## config.mk

```make
export PLATFORM = sky130hd
export DESIGN_NAME = ghash_stream_flat
export DESIGN_NICKNAME = d
export VERILOG_FILES = /design/src/rtl/ghash_pkg.sv /design/src/rtl/ghash_stream_if.sv /design/src/rtl/gf128_mul_digit.sv /design/src/rtl/ghash_stream.sv /design/src/flat_wrapper.sv
export SDC_FILE = /design/constraint.sdc
export NUM_CORES = 2
export LEC_CHECK = 0
export BUFFER_PORTS_ARGS = -buffer_cell sky130_fd_sc_hd__buf_2
export CORE_ASPECT_RATIO = 1.25
export CORE_MARGIN = 2
export CORE_UTILIZATION = 66
export DETAILED_ROUTE_END_ITERATION = 12
export GPL_TIMING_DRIVEN = 1
export PLACE_DENSITY = 0.86
export SYNTH_ARGS = -nofsm -noshare
export SYNTH_HDL_FRONTEND = slang
export SYNTH_SLANG_ARGS = --single-unit
```

## constraint.sdc

```tcl
create_clock -name clk -period 7.7 [get_ports clk]
set_input_delay 0.77 -clock clk [delete_from_list [all_inputs] [get_ports clk]]
set_output_delay 0.77 -clock clk [all_outputs]
set_load 0.05 [all_outputs]
```

## src/rtl/ghash_pkg.sv

```systemverilog
// ghash_pkg: shared types, constants and GF(2^128) helpers for the GHASH engine.
package ghash_pkg;
    typedef enum logic [1:0] {S_IDLE, S_MUL, S_FIN_MUL} state_e;
    // GCM reduction constant: x^128 = 1 + x + x^2 + x^7 in the reflected bit order.
    localparam logic [127:0] GF128_R = {8'he1, 120'h0};
    typedef struct packed {
        logic [127:0] z;
        logic [127:0] v;
    } gf128_zv_t;
    function automatic int mul_cycles(input int digit_w);
        return 128 / digit_w;
    endfunction
    function automatic int cnt_width(input int digit_w);
        return $clog2(128 / digit_w + 1);
    endfunction
    // Zero every byte at index >= nbytes; byte 0 sits in bits [127:120].
    function automatic logic [127:0] gf128_mask_bytes(input logic [127:0] data, input logic [4:0] nbytes);
        logic [127:0] r;
        for (int i = 0; i < 16; i++)
            r[127 - 8 * i -: 8] = (5'(i) < nbytes) ? data[127 - 8 * i -: 8] : 8'h00;
        return r;
    endfunction
    // Consume the top digit_w bits of digit, MSB first: conditionally fold V into Z, then V *= x.
    function automatic gf128_zv_t gf128_digit_step(input logic [127:0] z, input logic [127:0] v,
                                                   input logic [127:0] digit, input int digit_w);
        gf128_zv_t r;
        r.z = z;
        r.v = v;
        for (int i = 0; i < 128; i++) begin
            if (i < digit_w) begin
                if (digit[127 - i]) r.z = r.z ^ r.v;
                r.v = r.v[0] ? ((r.v >> 1) ^ GF128_R) : (r.v >> 1);
            end
        end
        return r;
    endfunction
endpackage

```

## src/rtl/ghash_stream_if.sv

```systemverilog
// ghash_stream_if: block/finalize/tag bus of the GHASH engine.
//   master drives key load, blocks and finalize; slave returns ready, tag, tag_valid, err.
interface ghash_stream_if;
    logic         h_load;
    logic [127:0] H;
    logic         blk_valid;
    logic         blk_ready;
    logic [127:0] blk_data;
    logic [4:0]   blk_bytes;
    logic         blk_is_ad;
    logic         fin_valid;
    logic [127:0] tag;
    logic         tag_valid;
    logic         err;
    modport master (output h_load, H, blk_valid, blk_data, blk_bytes, blk_is_ad, fin_valid,
                    input blk_ready, tag, tag_valid, err);
    modport slave (input h_load, H, blk_valid, blk_data, blk_bytes, blk_is_ad, fin_valid,
                   output blk_ready, tag, tag_valid, err);
endinterface

```

## src/rtl/gf128_mul_digit.sv

```systemverilog
// gf128_mul_digit: digit-serial GF(2^128) multiplier, DIGIT_W operand bits per cycle.
//   start/a/b: launch a*b when idle; done: high in the last step cycle; z: product valid with done.
module gf128_mul_digit
    import ghash_pkg::*;
#(
    parameter int DIGIT_W = 8
) (
    input  logic         clk,
    input  logic         reset_n,
    input  logic         start,
    input  logic [127:0] a,
    input  logic [127:0] b,
    output logic         done,
    output logic [127:0] z
);
    localparam int N  = mul_cycles(DIGIT_W);
    localparam int CW = cnt_width(DIGIT_W);

    logic          busy_q, busy_d;
    logic [CW-1:0] cnt_q, cnt_d;
    logic [127:0]  x_q, x_d, v_q, v_d, z_q, z_d;
    gf128_zv_t     step;

    // The product is taken straight from the final step so the caller sees it without an extra cycle.
    always_comb begin
        step   = gf128_digit_step(z_q, v_q, x_q, DIGIT_W);
        done   = busy_q && cnt_q == CW'(1);
        z      = step.z;
        busy_d = busy_q;
        cnt_d  = cnt_q;
        x_d    = x_q;
        v_d    = v_q;
        z_d    = z_q;
        if (busy_q) begin
            busy_d = !done;
            cnt_d  = cnt_q - CW'(1);
            x_d    = x_q << DIGIT_W;
            v_d    = step.v;
            z_d    = step.z;
        end else if (start) begin
            busy_d = 1'b1;
            cnt_d  = CW'(N);
            x_d    = a;
            v_d    = b;
            z_d    = '0;
        end
    end

    always_ff @(posedge clk or negedge reset_n) begin
        if (!reset_n) begin
            busy_q <= 1'b0;
            cnt_q  <= '0;
            x_q    <= '0;
            v_q    <= '0;
            z_q    <= '0;
        end else begin
            busy_q <= busy_d;
            cnt_q  <= cnt_d;
            x_q    <= x_d;
            v_q    <= v_d;
            z_q    <= z_d;
        end
    end
endmodule

```

## src/rtl/ghash_stream.sv

```systemverilog
// ghash_stream: streaming GHASH engine with byte masking, length tracking and finalize.
//   clk, reset_n (async, active-low); bus (slave): h_load/H key load, blk_* block handshake,
//   fin_valid finalize request, tag/tag_valid result, err sticky protocol error.
module ghash_stream
    import ghash_pkg::*;
#(
    parameter int DIGIT_W = 8
) (
    input logic           clk,
    input logic           reset_n,
    ghash_stream_if.slave bus
);
    state_e       state_q, state_d;
    logic         ready_q, ready_d;
    logic [127:0] h_q, h_d, x_q, x_d, tag_q, tag_d;
    logic [63:0]  len_ad_q, len_ad_d, len_i_q, len_i_d;
    logic         seen_i_q, seen_i_d, err_q, err_d, tag_valid_q, tag_valid_d;
    logic         idle, blk_ok, take_blk, take_fin, mul_start, mul_done;
    logic [127:0] mul_a, mul_z;
    logic [63:0]  blk_bits;

    // ready_q doubles as the idle qualifier so nothing is accepted before the first clock after reset.
    always_comb begin
        idle        = state_q == S_IDLE && ready_q;
        blk_ok      = bus.blk_bytes != 5'd0 && bus.blk_bytes <= 5'd16 && !(bus.blk_is_ad && seen_i_q);
        blk_bits    = {56'h0, bus.blk_bytes, 3'b000};
        take_blk    = idle && !bus.h_load && bus.blk_valid;
        take_fin    = idle && !bus.h_load && !bus.blk_valid && bus.fin_valid;
        mul_start   = (take_blk && blk_ok) || take_fin;
        mul_a       = take_blk ? x_q ^ gf128_mask_bytes(bus.blk_data, bus.blk_bytes)
                               : x_q ^ {len_ad_q, len_i_q};
        state_d     = state_q;
        h_d         = h_q;
        x_d         = x_q;
        tag_d       = tag_q;
        len_ad_d    = len_ad_q;
        len_i_d     = len_i_q;
        seen_i_d    = seen_i_q;
        err_d       = err_q;
        tag_valid_d = 1'b0;
        if (idle && bus.h_load) begin
            h_d      = bus.H;
            x_d      = '0;
            len_ad_d = '0;
            len_i_d  = '0;
            seen_i_d = 1'b0;
            err_d    = 1'b0;
        end else if (take_blk && !blk_ok) begin
            err_d = 1'b1;
        end else if (take_blk) begin
            state_d  = S_MUL;
            len_ad_d = bus.blk_is_ad ? len_ad_q + blk_bits : len_ad_q;
            len_i_d  = bus.blk_is_ad ? len_i_q : len_i_q + blk_bits;
            seen_i_d = seen_i_q || !bus.blk_is_ad;
        end else if (take_fin) begin
            state_d = S_FIN_MUL;
        end else if (mul_done) begin
            state_d = S_IDLE;
            if (state_q == S_FIN_MUL) begin
                tag_d       = mul_z;
                tag_valid_d = 1'b1;
                x_d         = '0;
                len_ad_d    = '0;
                len_i_d     = '0;
                seen_i_d    = 1'b0;
            end else begin
                x_d = mul_z;
            end
        end
        ready_d = state_d == S_IDLE;
    end

    gf128_mul_digit #(.DIGIT_W(DIGIT_W)) u_mul (
        .clk    (clk),
        .reset_n(reset_n),
        .start  (mul_start),
        .a      (mul_a),
        .b      (h_q),
        .done   (mul_done),
        .z      (mul_z)
    );

    always_ff @(posedge clk or negedge reset_n) begin
        if (!reset_n) begin
            state_q     <= S_IDLE;
            ready_q     <= 1'b0;
            h_q         <= '0;
            x_q         <= '0;
            tag_q       <= '0;
            len_ad_q    <= '0;
            len_i_q     <= '0;
            seen_i_q    <= 1'b0;
            err_q       <= 1'b0;
            tag_valid_q <= 1'b0;
        end else begin
            state_q     <= state_d;
            ready_q     <= ready_d;
            h_q         <= h_d;
            x_q         <= x_d;
            tag_q       <= tag_d;
            len_ad_q    <= len_ad_d;
            len_i_q     <= len_i_d;
            seen_i_q    <= seen_i_d;
            err_q       <= err_d;
            tag_valid_q <= tag_valid_d;
        end
    end

    // A key load takes the cycle, so the engine does not advertise ready alongside it.
    assign bus.blk_ready = ready_q && !bus.h_load;
    assign bus.tag       = tag_q;
    assign bus.tag_valid = tag_valid_q;
    assign bus.err       = err_q;
endmodule
```

## src/flat_wrapper.sv

```systemverilog
// flat-port wrapper written by rule: the top's interface ports become plain ports
module ghash_stream_flat import ghash_pkg::*;
#(
    parameter int DIGIT_W = 8
)
  (clk, reset_n, bus_h_load, bus_H, bus_blk_valid, bus_blk_data, bus_blk_bytes, bus_blk_is_ad, bus_fin_valid, bus_blk_ready, bus_tag, bus_tag_valid, bus_err);
  ghash_stream_if bus_i ();
  input logic clk;
  input logic reset_n;
  input wire logic [$bits(bus_i.h_load)-1:0] bus_h_load;
  input wire logic [$bits(bus_i.H)-1:0] bus_H;
  input wire logic [$bits(bus_i.blk_valid)-1:0] bus_blk_valid;
  input wire logic [$bits(bus_i.blk_data)-1:0] bus_blk_data;
  input wire logic [$bits(bus_i.blk_bytes)-1:0] bus_blk_bytes;
  input wire logic [$bits(bus_i.blk_is_ad)-1:0] bus_blk_is_ad;
  input wire logic [$bits(bus_i.fin_valid)-1:0] bus_fin_valid;
  output wire logic [$bits(bus_i.blk_ready)-1:0] bus_blk_ready;
  output wire logic [$bits(bus_i.tag)-1:0] bus_tag;
  output wire logic [$bits(bus_i.tag_valid)-1:0] bus_tag_valid;
  output wire logic [$bits(bus_i.err)-1:0] bus_err;
  assign bus_i.h_load = bus_h_load;
  assign bus_i.H = bus_H;
  assign bus_i.blk_valid = bus_blk_valid;
  assign bus_i.blk_data = bus_blk_data;
  assign bus_i.blk_bytes = bus_blk_bytes;
  assign bus_i.blk_is_ad = bus_blk_is_ad;
  assign bus_i.fin_valid = bus_fin_valid;
  assign bus_blk_ready = bus_i.blk_ready;
  assign bus_tag = bus_i.tag;
  assign bus_tag_valid = bus_i.tag_valid;
  assign bus_err = bus_i.err;
  ghash_stream #(.DIGIT_W(DIGIT_W)) u_core (.clk(clk), .reset_n(reset_n), .bus(bus_i));
endmodule
```

Yosys cells after proc, flatten, opt, wreduce, memory -nomap -nowiden

Index checks and enable logic that the tools add are counted.
Widths: inputs -> output; s select.

Flip-flop bits (word level): 908
Input port bits: 267
Output and inout port bits: 131

$add $sub $neg: 3
Order comparisons: 17
Eq/ne operators: 8
Multiplexer cells: 79
Bitwise gates (word level): 22
Reduce and logical (&&, ||, !) cells: 34

Operator list:

| operator           | count |
|---|---|
| $mux 128           | 29 |
| $xor 128x128->128  | 10 |
| $mux 64            | 11 |
| $add 64x8->64      | 2 |
| $mux 8             | 16 |
| $lt 4x5->1 const A | 8 |
| $not 3->4          | 8 |
| $lt 3x5->1 const A | 4 |
| $mux 1             | 16 |
| $logic_and 1x1->1  | 13 |
| $lt 1x5->1 const A | 2 |
| $lt 2x5->1 const A | 2 |
| $mux 2             | 5 |
| $mux 5             | 2 |
| $reduce_and 5->1   | 2 |
| $reduce_and 4->1   | 2 |
| $logic_not 1->1    | 6 |
| $ne 3x3->1 const B | 2 |
| $reduce_and 6->1   | 1 |
| $reduce_bool 2->1  | 3 |
| $reduce_bool 3->1  | 2 |
| $eq 5x1->1 const B | 1 |
| $le 5x5->1 const B | 1 |
| $reduce_bool 5->1  | 1 |
| 8 further kinds    | 14 |

Logic depth before layout (Yosys ltp)

Depth after elaboration: 22
Gate-level depth with buffers: 11

By module

A second synthesis with hierarchy kept.

Cell total of the unflattened synthesis: 6314
Area, all modules: 57437.6 um2

By module, submodules not included:

| module          | times used | cells an instance | area each (um2) |
|---|---|---|---|
| gf128_mul_digit | 1          | 4010              | 32860.3 |
| ghash_stream    | 1          | 2304              | 24577.3 |

Least setup slack after synthesis

OpenSTA, ideal clock, no wires.

Path type: input-to-reg
Start point: input bus_blk_bytes[0]
End point: register u_core.len_ad_q[58]
Setup time: 0.078 ns
Arrival: 2.962 ns
Data required time: 7.622 ns
Path slack: 4.660 ns
Cell stages on the path: 8
Buffers on the path: 2
Cells stage by stage: clkbuf_1 > o41a_1 > a2111o_1 > o21ai_4 > nand4_4 > buf_6 > or4_1 > a21oi_1

Longest elaborated chain between the ends: 7

RTL lines:

| what                                                                  | line                | source |
|---|---|---|
| start, declared                                                       | flat_wrapper.sv:14  | `input wire logic [$bits(bus_i.blk_bytes)-1:0] bus_blk_bytes;` |
| parallel branches: the longest is 7 deep, another holds $add 64x8->64 | n/a                 |  |
| end signal, assigned                                                  | ghash_stream.sv:101 | `len_ad_q <= len_ad_d;` |
| end, declared                                                         | ghash_stream.sv:16  | `logic [63:0] len_ad_q, len_ad_d, len_i_q, len_i_d;` |

Several ways; the timed one is not identified. The select of a mux whose other input is x is not followed.
A chain may end at the register's enable or synchronous reset.

Final worst setup path

Start point: register u_core.u_mul.busy_q
End point: register u_core.len_i_q[19]

Longest elaborated chain between the ends: 3

RTL lines:

| what                               | line                  | source |
|---|---|---|
| start, declared                    | gf128_mul_digit.sv:19 | `logic busy_q, busy_d;` |
| start signal, assigned             | gf128_mul_digit.sv:57 | `busy_q <= busy_d;` |
| $logic_and 1x1->1                  | gf128_mul_digit.sv:27 | `done = busy_q && cnt_q == CW'(1);` |
| $reduce_bool 3->1 (no source line) | n/a                   |  |
| $reduce_and 5->1 (no source line)  | n/a                   |  |
| end signal, assigned               | ghash_stream.sv:102   | `len_i_q <= len_i_d;` |
| end, declared                      | ghash_stream.sv:16    |  |

No other way between the ends.

==> flow_summary.rst <==
.. list-table::
   :header-rows: 1

   * - Metric
     - Value
   * - Outcome
     - completed
   * - HPWL reported at the end of detailed placement
     - 109 mm
   * - Sequential-to-total area share from yosys stat
     - 40.8%
   * - Per-cell routed wire length
     - 23.0 µm
   * - Number of non-filler instances in the completed layout
     - 7082
   * - Violation count after the first detailed-routing iteration
     - 6229
   * - Final Util
     - 73.1%
   * - Global-route wire length before repair
     - 253 mm
   * - Final weighted congestion of routability-driven global placement
     - 0.974
   * - Critical path's largest stage delay
     - 0.87 ns
   * - Cell chain of the critical path
     - or4bb_1, o21ai_4, buf_4, buf_4, nor2_1, buf_4, nor4_1, xnor2_1, nor2_1
   * - Cts bufs inserted
     - 90
   * - Number of standard-cell rows in the floorplan
     - 118
   * - Mapped Nets
     - 6165
   * - Setup_tns
     - 0 ns
   * - Synthesized area per cell
     - 9.39 µm²
   * - Number of different library cells in the post-synthesis netlist
     - 72
   * - Sequential Power Share
     - 30.9%
   * - CTS max path bufs
     - 3
   * - Fraction of power consumed by the clock network
     - 15.9%
   * - CTS hold repair buffers
     - 0
   * - Worst Hold Margin
     - 0.0602 ns
   * - Synthesized cell area
     - 55300 µm²
   * - Peak supply drop
     - 0.323 mV
   * - Final count of hold timing violations
     - 0
   * - DR pass1 iterations
     - 6
   * - Number of stages on the worst setup path
     - 9
   * - Crit-path most repeated cell
     - buf_4
   * - FF-to-FF Start
     - u_core.u_mul.busy_q$_DFF_PN0_
   * - Synthesized instance count
     - 5884
   * - DRC errors left
     - 0
   * - Growth of design area from synthesis to finish
     - 9.59%
   * - Die Outline Area
     - 86100 µm²
   * - I/O pin count
     - 398
   * - Required time worst endpoint
     - 8.23 ns
   * - Count of H-tree levels built during CTS
     - 3
   * - Main flop type after synthesis
     - dfrtp_1
   * - Pwr Density
     - 501 nW/µm²
   * - CTS root buf
     - clkbuf_16
   * - Pin count of the biggest net entering global routing
     - 191
   * - Post CTS Setup Buffer Count
     - 0
   * - Critical path arrival
     - 4.58 ns
   * - Number of cells traversed by the worst register-to-register path
     - 9
   * - Startpoint class of the critical path
     - flip-flop
   * - Critical path capture point type
     - flip-flop
   * - Clock insertion delay at the later pin of the skew report
     - 0.68 ns
   * - Startpoint of the worst setup timing path
     - u_core.u_mul.busy_q$_DFF_PN0_
   * - Register-to-register path setup slack
     - 3.65 ns
   * - Fraction of layout cells with a size suffix above 1
     - 16.8%
   * - Max Cap Viol
     - 0
   * - Clock tree from TritonCTS
     - built
   * - Total Routing Usage GR
     - 37.6%
   * - Reg-to-Reg End
     - u_core.len_i_q[19]$_DFFE_PN0P_
   * - Combinational share of power
     - 53.2%
   * - Highest fanout seen on the critical path
     - 72
   * - Total net switching power
     - 13.9 mW
   * - Vias in the first global route
     - 43047
   * - Cell Int Power
     - 16.4 mW
   * - Worst Path Class, Setup
     - reg -> reg
   * - Vias per std cell
     - 6.34
   * - Switching part of the total
     - 45.9%
   * - Transition time at the pin with the least slew margin
     - 1.21 ns
   * - Total Wirelength
     - 163 mm
   * - Clock Sinks
     - 902
   * - Fill cell total of the finished layout
     - 5661
   * - Post-synth EDFFs
     - 0
   * - Cell family contributing the most delay on the critical path
     - buffers and inverters
   * - Achievable clock frequency
     - 0.247 GHz
   * - Detail Route Antenna Nets
     - 0
   * - Number of slew-limit violations in the final report
     - 0
   * - Flops & latches, synth
     - 902
   * - Register clock-pin slew on the reported worst setup and hold paths
     - 0.07 ns
   * - Gates resized, CTS repair
     - 0
   * - Initial antenna violation count
     - 2
   * - Standby leakage power
     - 26.5 nW
   * - Horizontal extent of the die
     - 263 µm
   * - Initial cell density of the core
     - 66.7%
   * - Min cycle time layout
     - 4.05 ns
   * - Via count
     - 44922
   * - Congestion Overflow GR
     - 0
   * - Worst clock skew
     - 0.0369 ns
   * - Placed instance count
     - 6913
   * - Slew margin rel.
     - 19.2%
   * - Total of buffers placed on input and output ports
     - 397
   * - Die Height
     - 328 µm
   * - Worst hold path type
     - in -> async
   * - PnR Total Power
     - 30.4 mW
   * - Number of nets in the layout
     - 6206
   * - Post-synthesis async set-or-reset flop share
     - 100%
   * - Final-report setup violation count
     - 0
   * - Setup repair after global routing missed its margin
     - no
   * - Worst path buffer plus inverter count
     - 3
   * - Core region area
     - 82800 µm²
   * - Final clock period utilization by the worst path
     - 52.5%
   * - Master of the slowest instance on the critical path
     - dfrtp_4
   * - Warning count from the yosys run
     - 0
-- layout make-up --
type | instances | area (µm²) | share of cell area, %
inverters | 34 | 130 | 0.215
clock inverters | 41 | 583 | 0.963
clock buffers | 127 | 2700 | 4.45
multi-input cells | 4453 | 30800 | 50.8
flip-flops and latches | 902 | 22600 | 37.3
diodes | 1 | 2.50 | 0.00413
well taps | 1080 | 1350 | 2.23
repair buffers | 444 | 2440 | 4.02
-- synth_stat cells (8+ instances only) --
master / count / area (µm²)
xnor3_1: 124 / 2790
a31oi_1: 13 / 81.3
o21a_1: 8 / 60.1
buf_2: 14 / 70.1
a21oi_1: 180 / 901
nand2_1: 1492 / 5600
xnor2_1: 697 / 6100
a21boi_0: 27 / 203
a21o_1: 11 / 82.6
and3_1: 20 / 125
mux2_2: 370 / 4170
nand3_1: 42 / 210
a211oi_1: 13 / 97.6
nor3_1: 27 / 135
ha_1: 12 / 150
o21ai_0: 321 / 1610
dfrtp_1: 902 / 22600
or4_1: 15 / 113
nor2_1: 208 / 781
xor2_1: 293 / 2570
mux2i_1: 130 / 1300
buf_1: 135 / 507
o31ai_1: 20 / 150
nor4_1: 39 / 244
clkbuf_1: 344 / 1290
and4_1: 20 / 175
a22o_1: 129 / 1130
or3_1: 26 / 163
nand4_1: 64 / 400
inv_1: 33 / 124
a22oi_1: 73 / 548
-- power by group through the flow --
stage | sequential, mW | clock, mW | combinational [mW]
CTS | 9.21 | 4.85 | 15.9
detailed placement | 9.27 | 0 | 15.7
global route | 9.49 | 5.06 | 17.2
global placement | 9.19 | 0 | 15.1
floorplan | 8.29 | 0 | 11.8
finish | 9.38 | 4.84 | 16.1
-- sequential cells by signal, summed over array words and instances, names as in the netlist --
signal / flops
u_core.bus.err: 1
u_core.state_q: 2
u_core.x_q: 128
u_core.ready_q: 1
u_core.u_mul.z_q: 128
u_core.bus.tag: 128
u_core.u_mul.cnt_q: 5
u_core.u_mul.busy_q: 1
u_core.seen_i_q: 1
u_core.u_mul.v_q: 128
u_core.len_i_q: 61
u_core.len_ad_q: 61
u_core.bus.tag_valid: 1
u_core.u_mul.x_q: 128
u_core.h_q: 128
-- per-stage QoR --
| step | worst slack (ns) | cell area, µm² |
|---|---|---|
| detailed placement | 3.48 | 57300 |
| floorplan | 4.66 | 55300 |
| global placement | 3.59 | 57300 |
| finish | 3.65 | 60600 |
| global route | 3.39 | 60600 |
| CTS | 3.71 | 60600 |
-- how the worst max path moves through the flow --
| stage | to | slack [ns] |
|---|---|---|
| 6_report | u_core.len_i_q[19]$_DFFE_PN0P_ | 3.65 |
| 5_1_grt | u_core.len_i_q[29]$_DFFE_PN0P_ | 3.39 |
| 4_1_cts | u_core.len_i_q[19]$_DFFE_PN0P_ | 3.71 |
| 3_5_place_dp | u_core.u_mul.v_q[87]$_DFFE_PN0P_ | 3.48 |
| 3_3_place_gp | u_core.len_i_q[13]$_DFFE_PN0P_ | 3.59 |
| 2_1_floorplan | u_core.len_ad_q[58]$_DFFE_PN0P_ | 4.66 |
-- logic make-up after synthesis --
logic type      Yosys count  share of synthesized area [%]
simple gates           1994                           15.0
xor+xnor               1119                           21.0
flops                   902                           40.8
compound gates          826                           9.32
buf+inv                 529                           3.65
mux                     500                           9.89
fa+ha+maj                14                          0.344
-- layer usage --
| metal | track usage (%) | up-vias | wire length [µm] |
|---|---|---|---|
| met5 | 0 | - | 0 |
| met3 | 8.07 | 416 | 19400 |
| met1 | 52.1 | 22113 | 62400 |
| met4 | 16.3 | 0 | 7730 |
| met2 | 57.5 | 2727 | 73300 |
| li1 | - | 19666 | - |
-- cells in the final DEF (no fill, tap or decap), drive strengths merged, types with 13 or more instances in the layout --
master  synthesis  final
clkbuf        344    127
nor4           40     40
nand3          43     43
and3           20     20
and4           20     20
mux2          370    370
xnor2         697    697
clkinv          0     24
or3            26     26
buf           151    444
a211oi         13     13
nor2          208    208
dfrtp         902    902
nand4          65     65
a31oi          13     13
inv            34     35
o21ai         324    324
nand2        1492   1492
or4            15     15
xor2          293    293
o31ai          20     20
a22oi          73     73
mux2i         130    130
nor3           27     27
a21oi         180    180
a22o          129    129
a21boi         27     27
xnor3         124    124
No activity file was read; power rests on OpenSTA's default activity.
